**src/rtl/and_gate_bist_ctrl_if.sv**
```systemverilog
// Bus between the AND-gate BIST controller and the top level that owns the gate.
// The top level (master) requests runs and returns the gate output; the
// controller (slave) drives the gate inputs and reports status.
interface and_gate_bist_ctrl_if #(
    parameter int LOOPS_W = 8
);
    logic               start;
    logic               abort;
    logic [LOOPS_W-1:0] loops;
    logic               gate_y;
    logic               gate_a;
    logic               gate_b;
    logic               busy;
    logic               done;
    logic               pass;
    logic [7:0]         fail_count;
    logic [3:0]         fail_vec;

    modport master (
        output start, abort, loops, gate_y,
        input  gate_a, gate_b, busy, done, pass, fail_count, fail_vec
    );

    modport slave (
        input  start, abort, loops, gate_y,
        output gate_a, gate_b, busy, done, pass, fail_count, fail_vec
    );
endinterface

```
**src/rtl/and_gate_bist_ctrl.sv**
```systemverilog
// Built-in self-test sequencer for the top-level 2-input AND gate.
// Walks the four-entry truth table for a programmable number of passes,
// holding each vector SETTLE_CYCLES cycles before sampling gate_y on one
// extra cycle, and keeps a pass flag, a saturating mismatch count and a
// per-vector failure map. loops=0 keeps cycling until abort.
module and_gate_bist_ctrl #(
    parameter int SETTLE_CYCLES = 4,
    parameter int LOOPS_W       = 8
) (
    input  logic                 clk,
    input  logic                 rst_n,
    and_gate_bist_ctrl_if.slave  bus
);

    // A settle time of zero (or beyond the 8-bit counter) cannot be honoured,
    // so such a configuration is made to fail elaboration.
    if (SETTLE_CYCLES < 1 || SETTLE_CYCLES > 255) begin : g_bad_settle
        illegal_settle_cycles_parameter u_illegal_settle_cycles ();
    end

    localparam logic [7:0]         SETTLE_LAST = 8'(SETTLE_CYCLES - 1);
    localparam logic [LOOPS_W-1:0] LOOP_ONE    = LOOPS_W'(1);

    typedef enum logic [1:0] {
        IDLE   = 2'd0,
        SETTLE = 2'd1,
        SAMPLE = 2'd2,
        FINISH = 2'd3
    } state_t;

    state_t             state_q,      state_d;
    logic [1:0]         idx_q,        idx_d;
    logic [7:0]         settle_q,     settle_d;
    logic [LOOPS_W-1:0] loop_q,       loop_d;
    logic [LOOPS_W-1:0] loops_q,      loops_d;
    logic               gate_a_q,     gate_a_d;
    logic               gate_b_q,     gate_b_d;
    logic               busy_q,       busy_d;
    logic               done_q,       done_d;
    logic               pass_q,       pass_d;
    logic [7:0]         fail_count_q, fail_count_d;
    logic [3:0]         fail_vec_q,   fail_vec_d;

    logic               expected_y;
    logic               mismatch;
    logic [7:0]         fail_count_inc;
    logic [LOOPS_W-1:0] loop_next;
    logic               last_loop;

    // Expected response comes from the vector index, not from the gate pins,
    // so a fault on the gate input path cannot hide itself.
    assign expected_y     = idx_q[1] & idx_q[0];
    assign mismatch       = bus.gate_y != expected_y;
    assign fail_count_inc = (fail_count_q == 8'hFF) ? fail_count_q : fail_count_q + 8'd1;
    assign loop_next      = loop_q + LOOP_ONE;
    assign last_loop      = (loops_q != '0) && (loop_next == loops_q);

    // Next-state and next-output logic; every register holds unless a
    // transition below says otherwise, and done is a single-cycle strobe.
    always_comb begin
        state_d      = state_q;
        idx_d        = idx_q;
        settle_d     = settle_q;
        loop_d       = loop_q;
        loops_d      = loops_q;
        gate_a_d     = gate_a_q;
        gate_b_d     = gate_b_q;
        busy_d       = busy_q;
        done_d       = 1'b0;
        pass_d       = pass_q;
        fail_count_d = fail_count_q;
        fail_vec_d   = fail_vec_q;

        case (state_q)
            IDLE: begin
                gate_a_d = 1'b0;
                gate_b_d = 1'b0;
                busy_d   = 1'b0;
                if (bus.start && !bus.abort) begin
                    loops_d      = bus.loops;
                    fail_count_d = 8'd0;
                    fail_vec_d   = 4'd0;
                    pass_d       = 1'b0;
                    loop_d       = '0;
                    settle_d     = 8'd0;
                    idx_d        = 2'd0;
                    busy_d       = 1'b1;
                    state_d      = SETTLE;
                end
            end

            SETTLE: begin
                if (bus.abort) begin
                    state_d  = IDLE;
                    busy_d   = 1'b0;
                    gate_a_d = 1'b0;
                    gate_b_d = 1'b0;
                    pass_d   = 1'b0;
                    settle_d = 8'd0;
                end else if (settle_q == SETTLE_LAST) begin
                    settle_d = 8'd0;
                    state_d  = SAMPLE;
                end else begin
                    settle_d = settle_q + 8'd1;
                end
            end

            SAMPLE: begin
                if (bus.abort) begin
                    state_d  = IDLE;
                    busy_d   = 1'b0;
                    gate_a_d = 1'b0;
                    gate_b_d = 1'b0;
                    pass_d   = 1'b0;
                end else begin
                    if (mismatch) begin
                        fail_count_d      = fail_count_inc;
                        fail_vec_d[idx_q] = 1'b1;
                    end
                    if (idx_q != 2'd3) begin
                        idx_d    = idx_q + 2'd1;
                        gate_a_d = idx_d[1];
                        gate_b_d = idx_d[0];
                        state_d  = SETTLE;
                    end else if (last_loop) begin
                        state_d  = FINISH;
                        busy_d   = 1'b0;
                        done_d   = 1'b1;
                        gate_a_d = 1'b0;
                        gate_b_d = 1'b0;
                        pass_d   = (fail_count_d == 8'd0);
                    end else begin
                        loop_d   = loop_next;
                        idx_d    = 2'd0;
                        gate_a_d = 1'b0;
                        gate_b_d = 1'b0;
                        state_d  = SETTLE;
                    end
                end
            end

            FINISH: begin
                state_d  = IDLE;
                gate_a_d = 1'b0;
                gate_b_d = 1'b0;
                busy_d   = 1'b0;
                if (bus.abort) begin
                    pass_d = 1'b0;
                end
            end

            default: begin
                state_d  = IDLE;
                busy_d   = 1'b0;
                gate_a_d = 1'b0;
                gate_b_d = 1'b0;
            end
        endcase
    end

    // State and datapath registers; reset clears everything immediately.
    always_ff @(posedge clk or negedge rst_n) begin
        if (!rst_n) begin
            state_q      <= IDLE;
            idx_q        <= 2'd0;
            settle_q     <= 8'd0;
            loop_q       <= '0;
            loops_q      <= '0;
            gate_a_q     <= 1'b0;
            gate_b_q     <= 1'b0;
            busy_q       <= 1'b0;
            done_q       <= 1'b0;
            pass_q       <= 1'b0;
            fail_count_q <= 8'd0;
            fail_vec_q   <= 4'd0;
        end else begin
            state_q      <= state_d;
            idx_q        <= idx_d;
            settle_q     <= settle_d;
            loop_q       <= loop_d;
            loops_q      <= loops_d;
            gate_a_q     <= gate_a_d;
            gate_b_q     <= gate_b_d;
            busy_q       <= busy_d;
            done_q       <= done_d;
            pass_q       <= pass_d;
            fail_count_q <= fail_count_d;
            fail_vec_q   <= fail_vec_d;
        end
    end

    assign bus.gate_a     = gate_a_q;
    assign bus.gate_b     = gate_b_q;
    assign bus.busy       = busy_q;
    assign bus.done       = done_q;
    assign bus.pass       = pass_q;
    assign bus.fail_count = fail_count_q;
    assign bus.fail_vec   = fail_vec_q;

endmodule

```
**src/flat_wrapper.sv**
```systemverilog
// flat-port wrapper written by rule: the top's interface ports become plain ports
module and_gate_bist_ctrl_flat 
#(
    parameter int SETTLE_CYCLES = 4,
    parameter int LOOPS_W       = 8
)
  (clk, rst_n, bus_start, bus_abort, bus_loops, bus_gate_y, bus_gate_a, bus_gate_b, bus_busy, bus_done, bus_pass, bus_fail_count, bus_fail_vec);
  and_gate_bist_ctrl_if #(.LOOPS_W(LOOPS_W)) bus_i ();
  input  logic clk;
  input  logic rst_n;
  input wire logic [$bits(bus_i.start)-1:0] bus_start;
  input wire logic [$bits(bus_i.abort)-1:0] bus_abort;
  input wire logic [$bits(bus_i.loops)-1:0] bus_loops;
  input wire logic [$bits(bus_i.gate_y)-1:0] bus_gate_y;
  output wire logic [$bits(bus_i.gate_a)-1:0] bus_gate_a;
  output wire logic [$bits(bus_i.gate_b)-1:0] bus_gate_b;
  output wire logic [$bits(bus_i.busy)-1:0] bus_busy;
  output wire logic [$bits(bus_i.done)-1:0] bus_done;
  output wire logic [$bits(bus_i.pass)-1:0] bus_pass;
  output wire logic [$bits(bus_i.fail_count)-1:0] bus_fail_count;
  output wire logic [$bits(bus_i.fail_vec)-1:0] bus_fail_vec;
  assign bus_i.start = bus_start;
  assign bus_i.abort = bus_abort;
  assign bus_i.loops = bus_loops;
  assign bus_i.gate_y = bus_gate_y;
  assign bus_gate_a = bus_i.gate_a;
  assign bus_gate_b = bus_i.gate_b;
  assign bus_busy = bus_i.busy;
  assign bus_done = bus_i.done;
  assign bus_pass = bus_i.pass;
  assign bus_fail_count = bus_i.fail_count;
  assign bus_fail_vec = bus_i.fail_vec;
  and_gate_bist_ctrl #(.SETTLE_CYCLES(SETTLE_CYCLES), .LOOPS_W(LOOPS_W)) u_core (.clk(clk), .rst_n(rst_n), .bus(bus_i));
endmodule
```
**config.mk**
```make
export PLATFORM = sky130hd
export DESIGN_NAME = and_gate_bist_ctrl_flat
export DESIGN_NICKNAME = d
export VERILOG_FILES = /design/src/rtl/and_gate_bist_ctrl_if.sv /design/src/rtl/and_gate_bist_ctrl.sv /design/src/flat_wrapper.sv
export SDC_FILE = /design/constraint.sdc
export NUM_CORES = 1
export LEC_CHECK = 0
export ABC_AREA = 0
export BUFFER_PORTS_ARGS = -buffer_cell sky130_fd_sc_hd__buf_2
export CORE_ASPECT_RATIO = 0.9
export CORE_UTILIZATION = 45
export DETAILED_ROUTE_END_ITERATION = 16
export GPL_ROUTABILITY_DRIVEN = 0
export PLACE_DENSITY_LB_ADDON = 0.08
export RECOVER_POWER = 50
export SLEW_MARGIN = 20
export SYNTH_ARGS = -nofsm -noshare
export SYNTH_HDL_FRONTEND = slang
export SYNTH_SLANG_ARGS = --single-unit
```
**constraint.sdc**
```tcl
create_clock -name clk -period 1.97 [get_ports clk]
set_clock_uncertainty 0.05 [all_clocks]
set_input_delay 0.0985 -clock clk [delete_from_list [all_inputs] [get_ports clk]]
set_output_delay 0.0985 -clock clk [all_outputs]
set_load 0.01 [all_outputs]
```
## Yosys cells after proc, flatten, opt, wreduce, memory -nomap -nowiden

Cells that the tools add are included.

- Bitwise logic cells: 2
- $add $sub $neg: 4
- Order comparisons: 2
- Equal/unequal tests: 19
- Reduce and logical (&&, ||, !) cells: 20
- Multiplexer cells: 53

Operator list:

| cell | count |
|---|---|
| 2-to-1 mux 8 bit | 11 |
| one-hot mux 8 bit (2 select lines) | 3 |
| adder 8 x 1 -> 8 bit (second input constant) | 3 |
| 2-to-1 mux 2 bit | 10 |
| 2-to-1 mux 1 bit | 18 |
| 2-to-1 mux 4 bit | 3 |
| AND reduction 4 bit | 3 |
| != test 2 bit (second input constant) | 5 |
| one-hot mux 1 bit (3 select lines) | 3 |
| == test 8 x 2 -> 1 bit (second input constant) | 1 |
| == test 8 bit | 1 |
| == test 8 bit (second input constant) | 1 |
| zero test 8 bit | 1 |
| one-hot mux 2 bit (4 select lines) | 1 |
| one-hot mux 4 bit (2 select lines) | 1 |
| nonzero test 8 bit | 1 |
| != test 2 x 1 -> 1 bit (second input constant) | 3 |
| != test 3 x 2 -> 1 bit (second input constant) | 2 |
| != test 3 bit (second input constant) | 2 |
| AND reduction 2 bit | 3 |
| AND reduction 3 bit | 2 |
| AND reduction 5 bit | 1 |
| == test 2 bit (second input constant) | 2 |
| bitwise OR 4 bit | 1 |
| other kinds (14) | 18 |

- Logic and storage cells: 112
- Input port bits: 13
- Flip-flop bits (word level): 45

## Depth between registers and ports, before layout

- Depth in word-level cells: 10
- Gate-level depth with buffers: 9
- Mapped depth without buffers: 8

## Least setup slack after synthesis

Ideal clock, no wire load.

- Path type: register -> register
- From: register u_core.loop_q[0]
- To: register u_core.loop_q[7]
- Library setup time: 0.124 ns
- Clock period less this slack: 2.170 ns
- Data arrival time: 1.996 ns
- Data required time: 1.796 ns
- Stages on the path, launching flop included: 9
- Buffers on the path: 0
- Path slack: -0.200 ns
- Cell sequence: dfrtp_1 > ha_1 > nand3_1 > xor2_1 > mux2i_1 > nor3_2 > a211oi_2 > nand4_1 > mux2i_1

- Longest elaborated chain between the ends: 5
- Elaborated cells between the ends (all ways): 9
- Classes of those cells: add/sub: 1; eq/ne: 2; mux: 4; reduce/logical: 2

RTL lines:

| element | RTL line | text |
|---|---|---|
| start, declared | and_gate_bist_ctrl.sv:34 | `logic [LOOPS_W-1:0] loop_q, loop_d;` |
| start signal, assigned | and_gate_bist_ctrl.sv:180 | `loop_q <= loop_d;` |
| adder 8 x 1 -> 8 bit (*) | and_gate_bist_ctrl.sv:55 | `assign loop_next = loop_q + LOOP_ONE;` |
| == test 8 bit / 2-to-1 mux 8 bit (equally long branches) | and_gate_bist_ctrl.sv:56, and_gate_bist_ctrl.sv:125 |  |
| logical AND 1 bit / 2-to-1 mux 8 bit (equally long branches) | and_gate_bist_ctrl.sv:56, and_gate_bist_ctrl.sv:120 |  |
| != test 2 bit (no source line) / 2-to-1 mux 8 bit (equally long branches) | -- |  |
| AND reduction 5 bit (no source line) / one-hot mux 8 bit (2 select lines) (equally long branches) | -- |  |

Mark *: on every way between the ends. The rest lies on a longest branch, timed or not. The select of a mux whose other input is x is not followed.
A chain may end at the register's enable or synchronous reset.

## Worst setup path after layout

- From: register u_core.loop_q[0]
- To: register u_core.loop_q[5]

The elaborated chain is that of the path after synthesis.

==> out/results.ini <==
[timing]
worst_pin_slew_ns=1.24
setup_viol=14
hold_violations=0
setup_tns_ns=-2.28
layout_min_cycle_time_ns=2.19
maxSlewViolCount=0
fin_ws_ns=-0.223
slew_headroom_pct=17.0
rsz0062_at_grt=yes
timing.hold.ws_ns=0.0937
finalCritPeriodShare_pct=111
max_freq_ghz=0.456

[synthesis]
synth-seq-cells=45
syn-num-nets=296
synth_cell_types=55
async_flop_share_pct=100
avgSynthCellArea_um2=9.13
synth_flop_cell=dfrtp_1
yosysSeqAreaShare_pct=44.7
synth_edf_count=0
yosysWarningCount=0
synth_cells=276
syn_area_um2=2520

[layout]
post-route-util_pct=65.8
layout-drive-gt1-share_pct=32.2
fill_cells=457
area_growth_pct=38.8
layout.nets=388
layout_common_cells=buf_4, nand2_1, dfrtp_1
final_cell_area_um2=3500
antenna_cells=0
final_common_cell=buf_4

[pwr]
powerDensity_nw_per_um2=972
ir_drop_mv=0.668
power_leakage_nw=1.64

[placed_design]
place_area_um2=3140
port_buffers=29
hpwl_um=4570

[clock_tree]
path_clk_slew_ns=0.09
cts_buffers=5
clockBufferDepth=2
cts_sinks=45
clock_latency_ns=0.30
cts_max_level=2
cts-root-buf=clkbuf_8
cts_tree=done

[route]
met1_length_um=3280
totalWireLength_um=6680
route.detailed.drc=0
wl_met3_um=206
wl_per_cell_um=15.3
highest_layer=met4
drt-initial-drc-count=134
antenna_left=0
dr_wl_met2_um=3130
drt-pass1-iter-count=4
vias_per_cell=5.47
vias=2387

[worst_setup_path]
endpoint_kind=flip-flop
cp.buffers_inverters=2
crit_path_max_fanout=4
path_delay_family=flip-flops
crit_type=flip-flop to flip-flop
max_stage_delay_ns=0.45
crit_arrival_ns=2.34
crit_path_start_kind=flip-flop
path_cells=ha_4 -> nand3_2 -> xor2_2 -> mux2i_2 -> nor3_4 -> buf_6 -> a21oi_4 -> buf_4 -> o21ai_0 -> a31o_1
cp_slowest_cell=dfrtp_2
critPathRequiredTime_ns=2.12

[die]
start_util_pct=47.4
rows=25
die_x_um=80.9
die_area_um2=5900
core_area_um2=5320
io_pins=30
die_h_um=73.0

[global_route]
track_usage_pct=24.2
grt_max_degree=24
grt_pass1_wl_um=10700
grt_pass1_vias=2215
grt_antenna_before_repair=0
grt_overflow=0

[job]
maxCapViolCount=0

[status]
status=complete, but fails checks
violations=negative setup slack

[worst_hold_path]
worstHoldPathType=primary input to flip-flop

## through the flow
stage / power [mW] / setup WS (ns) / std cells
detailed placement: 2.52 / -0.258 / 415
global route: 3.60 / -0.310 / 436
floorplan: 1.96 / -0.0679 / 276
CTS: 3.37 / -0.198 / 435
global placement: 2.50 / -0.178 / 415
finish: 3.40 / -0.223 / 436
## cell families after synthesis
logic type | after synthesis | synth area share [%]
DFF | 45 | 44.7
xor gates and xnor gates | 12 | 4.17
and+or+nand+nor | 122 | 23.8
muxes | 4 | 1.64
buffers and inverters | 14 | 2.33
adders and majority gates | 7 | 3.48
AOI/OAI and AO/OA | 72 | 19.9
## synthesized netlist by cell type, drive strengths merged (4+ instances only)
cell | instances | area [um^2]
a211oi | 5 | 47.5
inv | 5 | 18.8
nor3 | 9 | 50.1
xnor2 | 6 | 52.6
nand3 | 10 | 62.6
xor2 | 6 | 52.6
nand4 | 6 | 37.5
o31ai | 4 | 30.0
clkbuf | 6 | 22.5
nand2 | 47 | 179
a31oi | 5 | 31.3
o21ai | 20 | 115
and3 | 9 | 62.6
ha | 7 | 87.6
a21oi | 14 | 70.1
dfrtp | 45 | 1130
nor2 | 25 | 93.8
## worst paths after layout
path                                                    start                                    to  slack, ns  cells after the start
max                              u_core.loop_q[0]$_DFFE_PN0P_          u_core.loop_q[5]$_DFFE_PN0P_      -0.22                     10
min in group asynchronous                               rst_n  u_core.bus.fail_count[0]$_DFFE_PN0P_       0.52                      2
max reg2reg                      u_core.loop_q[0]$_DFFE_PN0P_          u_core.loop_q[5]$_DFFE_PN0P_      -0.22                     10
max in group asynchronous                               rst_n          u_core.loop_q[2]$_DFFE_PN0P_       0.26                      3
min                                                 bus_abort             u_core.bus.done$_DFF_PN0_       0.09                      3
min reg2reg                u_core.bus.fail_vec[2]$_DFFE_PN0P_    u_core.bus.fail_vec[2]$_DFFE_PN0P_       0.46                      2
## worst register-to-register path, cell delays in order, from the launching register on
cell and delay (ns):
dfrtp_2 0.45, ha_4 0.19, nand3_2 0.07, xor2_2 0.21, mux2i_2 0.29, nor3_4 0.09, buf_6 0.14, a21oi_4 0.15
buf_4 0.14, o21ai_0 0.08, a31o_1 0.22
## power breakdown
part	internal, mW	switching, mW	total (mW)	leakage [nW]
registers	1.12	0.137	1.25	0.601
logic	0.629	0.763	1.39	0.985
clock network	0.413	0.340	0.753	0.0574
total	2.16	1.24	3.40	1.64
## sequential cells by signal, indices dropped and copies added, names as in the netlist
register	count
u_core.bus.gate_b	1
u_core.loop_q	8
u_core.bus.fail_vec	4
u_core.settle_q	8
u_core.bus.busy	1
u_core.bus.fail_count	8
u_core.state_q	2
u_core.loops_q	8
u_core.bus.gate_a	1
u_core.idx_q	2
u_core.bus.pass	1
u_core.bus.done	1
## layout make-up
| class | instances | area, um^2 | share of cell area [%] |
|---|---|---|---|
| multi-input cells | 217 | 1490 | 42.6 |
| flip-flops and latches | 45 | 1130 | 32.3 |
| repair buffers | 94 | 656 | 18.7 |
| well taps | 67 | 83.8 | 2.40 |
| clock buffers | 6 | 82.6 | 2.36 |
| clock inverters | 2 | 37.5 | 1.07 |
| inverters | 5 | 18.8 | 0.537 |
## layer usage
| metal | global-route usage [%] | vias up |
|---|---|---|
| met4 | 6.75 | 0 |
| met1 | 34.1 | 1159 |
| li1 | - | 1180 |
| met5 | 0 | - |
| met2 | 38.5 | 42 |
| met3 | 3.88 | 6 |
## what timing repair did
item,in CTS,in global routing
resized for setup,16,13
buffers inserted,3,1
hold endpoints to repair,30,0
setup endpoints to repair,17,22
hold buffers,9,0
pin swaps,12,6
No activity file was read; power rests on OpenSTA's default activity.
